===== src/rtl/rms_sched.sv =====
// Round-robin scheduler that shares one rms unit among NUM_REQ requesters.
// It grants one job at a time, adds the job's bank to the rms memory addresses, and flags jobs that time out.
package config_pkg;
  localparam int D = 8;
endpackage

module rms_sched
  import config_pkg::*;
#(
  parameter int NUM_REQ = 2,
  parameter int BANKS   = 4,
  parameter int TIMEOUT = 5 * D * D,
  localparam int BANK_W = (BANKS > 1) ? $clog2(BANKS) : 1,
  localparam int ADDR_W = $clog2(D)
) (
  input  logic                        clk_i,
  input  logic                        rst_i,
  input  logic [NUM_REQ-1:0]          req_valid_i,
  input  logic [NUM_REQ*BANK_W-1:0]   req_bank_i,
  output logic [NUM_REQ-1:0]          req_ready_o,
  output logic [NUM_REQ-1:0]          done_o,
  output logic                        busy_o,
  output logic                        err_o,
  output logic                        rms_start_o,
  input  logic                        rms_ready_i,
  input  logic [ADDR_W-1:0]           rms_r_addr_i,
  input  logic [ADDR_W-1:0]           rms_w_addr_i,
  input  logic                        rms_w_en_i,
  output logic [BANK_W+ADDR_W-1:0]    mem_r_addr_o,
  output logic [BANK_W+ADDR_W-1:0]    mem_w_addr_o,
  output logic                        mem_w_en_o
);

  localparam int ID_W  = (NUM_REQ > 1) ? $clog2(NUM_REQ) : 1;
  localparam int CNT_W = $clog2(TIMEOUT + 1);

  typedef enum logic [2:0] {IDLE, START, WAIT_BUSY, WAIT_DONE, DONE} state_t;

  state_t             r_state, w_next;
  logic [CNT_W-1:0]   r_cnt;
  logic               r_err;
  logic [BANK_W-1:0]  r_bank;
  logic [ID_W-1:0]    r_id;
  logic [ID_W-1:0]    r_last;

  logic               w_found;
  logic               w_grant;
  logic [ID_W-1:0]    w_grant_id;
  logic [BANK_W-1:0]  w_grant_bank;
  logic               w_in_wait;
  logic               w_timeout;

  // Two passes: requesters above the last winner first, then wrap to the rest.
  // NOTE: every variable gets a default before the loops so no latch is inferred.
  always_comb begin
    w_found      = 1'b0;
    w_grant_id   = '0;
    w_grant_bank = '0;
    for (int i = 0; i < NUM_REQ; i++) begin
      if (!w_found && req_valid_i[i] && (ID_W'(i) > r_last)) begin
        w_found      = 1'b1;
        w_grant_id   = ID_W'(i);
        w_grant_bank = req_bank_i[i*BANK_W +: BANK_W];
      end
    end
    for (int i = 0; i < NUM_REQ; i++) begin
      if (!w_found && req_valid_i[i] && (ID_W'(i) <= r_last)) begin
        w_found      = 1'b1;
        w_grant_id   = ID_W'(i);
        w_grant_bank = req_bank_i[i*BANK_W +: BANK_W];
      end
    end
  end

  assign w_grant   = (r_state == IDLE) && rms_ready_i && w_found;
  assign w_in_wait = (r_state == WAIT_BUSY) || (r_state == WAIT_DONE);
  assign w_timeout = w_in_wait && (r_cnt == CNT_W'(TIMEOUT - 1));

  always_comb begin
    w_next = r_state;
    unique case (r_state)
      IDLE:      if (w_grant) w_next = START;
      START:     w_next = WAIT_BUSY;
      WAIT_BUSY: if (w_timeout) w_next = DONE;
                 else if (!rms_ready_i) w_next = WAIT_DONE;
      WAIT_DONE: if (w_timeout || rms_ready_i) w_next = DONE;
      DONE:      w_next = IDLE;
      default:   w_next = IDLE;
    endcase
  end

  // NOTE: state registers use non-blocking assignments so every flop samples pre-edge values.
  always_ff @(posedge clk_i or posedge rst_i) begin
    if (rst_i) begin
      r_state <= IDLE;
      r_cnt   <= '0;
      r_err   <= 1'b0;
      r_bank  <= '0;
      r_id    <= '0;
      r_last  <= ID_W'(NUM_REQ - 1);
    end else begin
      r_state <= w_next;
      if (w_grant) begin
        r_bank <= w_grant_bank;
        r_id   <= w_grant_id;
        r_last <= w_grant_id;
      end
      if (r_state == START)
        r_cnt <= '0;
      else if (w_in_wait)
        r_cnt <= r_cnt + 1'b1;
      if (w_timeout)
        r_err <= 1'b1;
    end
  end

  // The grant pulse is combinational, so it is masked while reset is held.
  assign req_ready_o  = (w_grant && !rst_i) ? (NUM_REQ'(1) << w_grant_id) : '0;
  assign done_o       = (r_state == DONE) ? (NUM_REQ'(1) << r_id) : '0;
  assign busy_o       = (r_state != IDLE);
  assign err_o        = r_err;
  assign rms_start_o  = (r_state == START);
  assign mem_r_addr_o = {r_bank, rms_r_addr_i};
  assign mem_w_addr_o = {r_bank, rms_w_addr_i};
  assign mem_w_en_o   = w_in_wait && rms_w_en_i;

endmodule

===== config.mk =====
export PLATFORM = sky130hd
export DESIGN_NAME = rms_sched
export DESIGN_NICKNAME = d
export VERILOG_FILES = /design/src/rtl/rms_sched.sv
export SDC_FILE = /design/constraint.sdc
export NUM_CORES = 1
export LEC_CHECK = 0
export BUFFER_PORTS_ARGS = -buffer_cell sky130_fd_sc_hd__buf_2
export CAP_MARGIN = 5
export CORE_ASPECT_RATIO = 1.1
export CORE_MARGIN = 8
export CORE_UTILIZATION = 44
export DETAILED_ROUTE_END_ITERATION = 10
export MAX_ROUTING_LAYER = met4
export PLACE_DENSITY = 0.84
export SKIP_LAST_GASP = 1
export SLEW_MARGIN = 40
export SYNTH_ARGS = -nofsm -noshare
export SYNTH_HDL_FRONTEND = slang
export SYNTH_SLANG_ARGS = --single-unit

===== constraint.sdc =====
create_clock -name clk_i -period 1.6 [get_ports clk_i]
set_clock_uncertainty 0.1 [all_clocks]
set_input_delay 0.08 -clock clk_i [delete_from_list [all_inputs] [get_ports clk_i]]
set_output_delay 0.08 -clock clk_i [all_outputs]
set_load 0.1 [all_outputs]

After elaboration in Yosys (flattened, before gate mapping). Index checks and enable logic that the tools add are counted.

Reduce and logical (&&, ||, !) cells: 22. Mux-type cells: 20. Order comparisons: 4. Shifts and indexed selects: 2. Add/sub/neg operators: 1. Equality and inequality tests: 8.

Operators with widths (number): $mux W9 (2); $logic_and A1 B1 Y1 (12); $mux W2 (6); $mux W3 (4); $pmux W3 S4 (1); $add A9 B1 Y9 const B (1); $eq A9 B9 Y1 const B (1); $mux W1 (7); $eq A3 B2 Y1 const B (2); $logic_not A1 Y1 (4); $shl A1 B1 Y2 const A (2); $eq A3 B1 Y1 const B (1); $eq A3 B3 Y1 const B (1); $logic_not A3 Y1 (1); $ne A3 B3 Y1 const B (1); $reduce_and A3 Y1 (1); $reduce_bool A3 Y1 (1); $gt A1 B1 Y1 const A (2); $le A1 B1 Y1 const A (2); $logic_or A1 B1 Y1 (2); $ne A2 B1 Y1 const B (1); $ne A2 B2 Y1 const B (1); $reduce_bool A2 Y1 (1).

Output and inout bits: 18. Logic and storage cells: 63. Register bits after elaboration: 17.

Depth between registers and ports, before layout.
Word-level depth: 18. Gate-level depth with buffers: 5. Mapped depth without buffers: 4.

Worst setup path before layout. No wires, ideal clock.

Kind: reg-to-output. Start point: register r_state[2]. End point: output req_ready_o[0]. Path buffers: 0. Data arrival time: 3956 ps. Path slack: -2536 ps. Stages on the path, launching flop included: 3. Cell sequence: dfrtp_1 > or3_4 > nor4_1.

Word-level cells in the longest chain between the ends: 5.

RTL lines: from (decl) (line 39) `state_t r_state, w_next;`; from (signal assigned) (line 102) `r_state <= w_next;`; $logic_not A3 Y1 (line 75) `assign w_grant = (r_state == IDLE) && rms_ready_i && w_found;`; $logic_and A1 B1 Y1 (2 in a row) (line 75); $logic_and A1 B1 Y1 (line 118) `assign req_ready_o = (w_grant && !rst_i) ? (NUM_REQ'(1) << w_grant_id) : '0;`; $mux W2 (line 118); to (decl) (line 20) `output logic [NUM_REQ-1:0] req_ready_o,`.

Every way passes these cells.

Worst setup path in the final report.
Start point: register r_state[0]. End point: output req_ready_o[1].

The elaborated chain is that of the path after synthesis.

==> impl_metrics.csv <==
group,metric,value,unit
run_status,status,"finished, violations left",
run_status,violations,"negative setup slack",
synth,yosysSeqAreaShare,43.4,%
route,num_vias,929,
place,routabilityCongestion,0.918,
worst_setup_path,r2r_slack,-0.10,ns
route,drc,0,
synth,synth_cells,95,
synth,synth_seq_cells,17,
worst_setup_path,r2r_end,"r_state[0]$_DFFE_PP0P_",
place,io_buffers,21,
floorplanning,fp.dieH,65.6,um
clock_tree,path_clk_slew,0.11,ns
timing,setup_viol,13,
grt,grt_use_total,14.3,%
clock_tree,cts-htree-levels,1,
clock_tree,cts_buffers,3,
synth,synth_edf_count,0,
worst_setup_path,crit_path_max_fanout,3,
floorplanning,io_pins,34,
hold_path,min_path_cells,3,
run,cap_violations,0,
place,dpl_worst_slack,-0.0210,ns
route,drt-pass1-iter-count,4,
clock_tree,clkSinkCount,17,
route,vias_per_cell,5.77,
synth,ys_warn_count,0,
layout,fillers,162,
synth,synth_cell_type_count,40,
route,postRouteAntennaNets,0,
layout,final_cell_count_no_fill,161,
layout,post_route_cells_drive_above_1_share,52.7,%
worst_setup_path,worstPathRequired,1.42,ns
grt,grt_pass1_wl,4220,um
layout,final_common_cell,"buf_4",
grt,grt_start_max_net_pins,18,
timing,finalHoldViolCount,0,
clock_tree,cts-root-buf,"clkbuf_4",
hold_path,min_from,"rms_ready_i",
floorplanning,die_w,61.1,um
worst_setup_path,rr_startpoint,"r_state[1]$_DFFE_PP0P_",
clock_tree,cts_tree,"yes",
layout,fin_util,67.5,%
layout,antennaDiodeCount,0,
synth,async_flop_share,100,%
pwr,peakVddDrop,1.48,mV
clock_tree,cts_buffer_depth,2,
timing,layout_setup_ws,-0.196,ns
timing,period_share,112,%
synth,synthFlopType,"dfrtp_1",
synth,syn-cell-area,983,um^2
route,drtIter0Drc,13,
worst_setup_path,r2r.worst_path.cells,6,
place,hpwl,1980,um
place,dp_cells,148,
pwr,power.density,1970,mW/mm^2
clock_tree,clock_latency,0.30,ns
timing,drv_slew,0,
pwr,p_total,2.90,mW
floorplanning,num_rows,18,
worst_setup_path,cp_data_arrival_time,1.62,ns
layout,layout_common_cells,"17 x buf_4, 14 x dfrtp_1, 14 x buf_2, 7 x nand2_1, 7 x buf_12",
timing,tightestPinTransition,0.586,ns
timing,maxSlewHeadroom,60.5,%
hold_path,min_path_type,"input port to flip-flop",
route,routedWlPerCell,18.1,um
grt,grt_pass1_vias,929,
route,drt-total-wl,2910,um
hold_path,worstHoldEndpoint,"r_state[2]$_DFFE_PP0P_",
layout,area_growth_syn_to_layout,49.9,%
worst_setup_path,crit_path_start_kind,"flip-flop",
layout,seq_area,429,um^2
pwr,p_leak,0.663,nW
synth,syn-num-nets,112,
timing,rsz0062_at_grt,"yes",
grt,antenna_found_initial,0,
floorplanning,core,0.00218,mm^2
floorplanning,initial_utilization,45.0,%
synth,syn_area_per_cell,10.4,um^2
layout,multiInputGateArea,574,um^2
worst_setup_path,criticalPathCategory,"flip-flop to output port",
timing,fmax,557,MHz
floorplanning,fp.dieArea,0.00401,mm^2
worst_setup_path,cp-end-kind,"output port",
grt,overflow,0,
timing,period_minus_slack,1.80,ns
layout,fin_nets,149,
## power breakdown
| group | switching, mW | internal [mW] |
|---|---|---|
| Combinational | 1.19 | 0.784 |
| Sequential | 0.118 | 0.569 |
| Clock | 0.142 | 0.0971 |
## layout make-up
class                           instances  area share [%]
Clock buffer                            4            1.78
Inverter                                3           0.764
Multi-Input combinational cell         65            39.0
Sequential cell                        17            29.1
Tap cell                               30            2.55
Timing Repair Buffer                   42            26.8
## kinds of logic (layout without fill, tap and decap cells)
logic type	Yosys count	count (layout)	share of synthesized area (%)
simple gates	36	36	24.2
compound gates	22	22	15.5
flops	17	17	43.4
buf+inv	13	49	8.91
mux	6	6	6.74
fa+ha+maj	1	1	1.27
## Yosys cell counts (all sizes together) (2+ instances only)
master,count,area (um^2)
a21o,2,15.0
a21oi,4,20.0
a22o,2,17.5
a32o,2,20.0
buf,10,76.3
dfrtp,16,400
inv,3,11.3
mux2,5,56.3
nand2,7,26.3
nand2b,3,26.3
nand3,5,25.0
nor2,4,22.5
nor4,2,18.8
o211ai,2,15.0
o21ai,6,30.0
or3,3,23.8
or4,3,26.3
## worst max-delay path: stages (launching register included)
cell and delay, ns:
dfrtp_2 0.42, or3_4 0.41, nor2_4 0.13, and3_4 0.20
buf_12 0.17
## per-layer routing
metal	track usage [%]	part of all wire (%)	vias up
met5	-	0	-
met4	4.66	4.1	0
met3	4.30	5.9	15
met2	23.3	54	46
met1	16.1	36	451
li1	-	-	417
## sequential cells by signal, indices dropped and copies added, names as in the netlist
signal / flops
err_o: 1
r_bank: 2
r_cnt: 9
r_id: 1
r_last: 1
r_state: 3
## worst max path at each step
stage	start	to	slack (ns)	cells after the start
after floorplan	r_state[2]$_DFFE_PP0P_	req_ready_o[0]	-0.73	2
after global placement	r_state[2]$_DFFE_PP0P_	req_ready_o[1]	0.02	4
after detailed placement	r_state[2]$_DFFE_PP0P_	req_ready_o[1]	-0.02	4
after CTS	r_state[0]$_DFFE_PP0P_	req_ready_o[1]	-0.20	4
after global routing	r_state[0]$_DFFE_PP0P_	req_ready_o[1]	-0.25	4
final	r_state[0]$_DFFE_PP0P_	req_ready_o[1]	-0.20	4
## repair_timing
action | 4_1_cts | 5_1_grt
cloned | 0 | 1
hold buffers | 1 | 0
endpoints found under the hold margin | 17 | 0
pin swaps | 7 | 3
buffers inserted | 3 | 5
endpoints found under the setup margin | 7 | 16
gates resized for setup | 4 | 11
## per-stage QoR
step / area, um^2 / setup TNS (ns) / hold WS, ns
global placement: 1310 / 0 / 0.0607
CTS: 1380 / -0.673 / 0.0158
floorplan: 1060 / -3.43 / -0.0861
finish: 1470 / -1.02 / 0.00294
global route: 1470 / -1.75 / 0.00378
detailed placement: 1310 / -0.0210 / 0.0607
No activity file was read; power rests on OpenSTA's default activity.
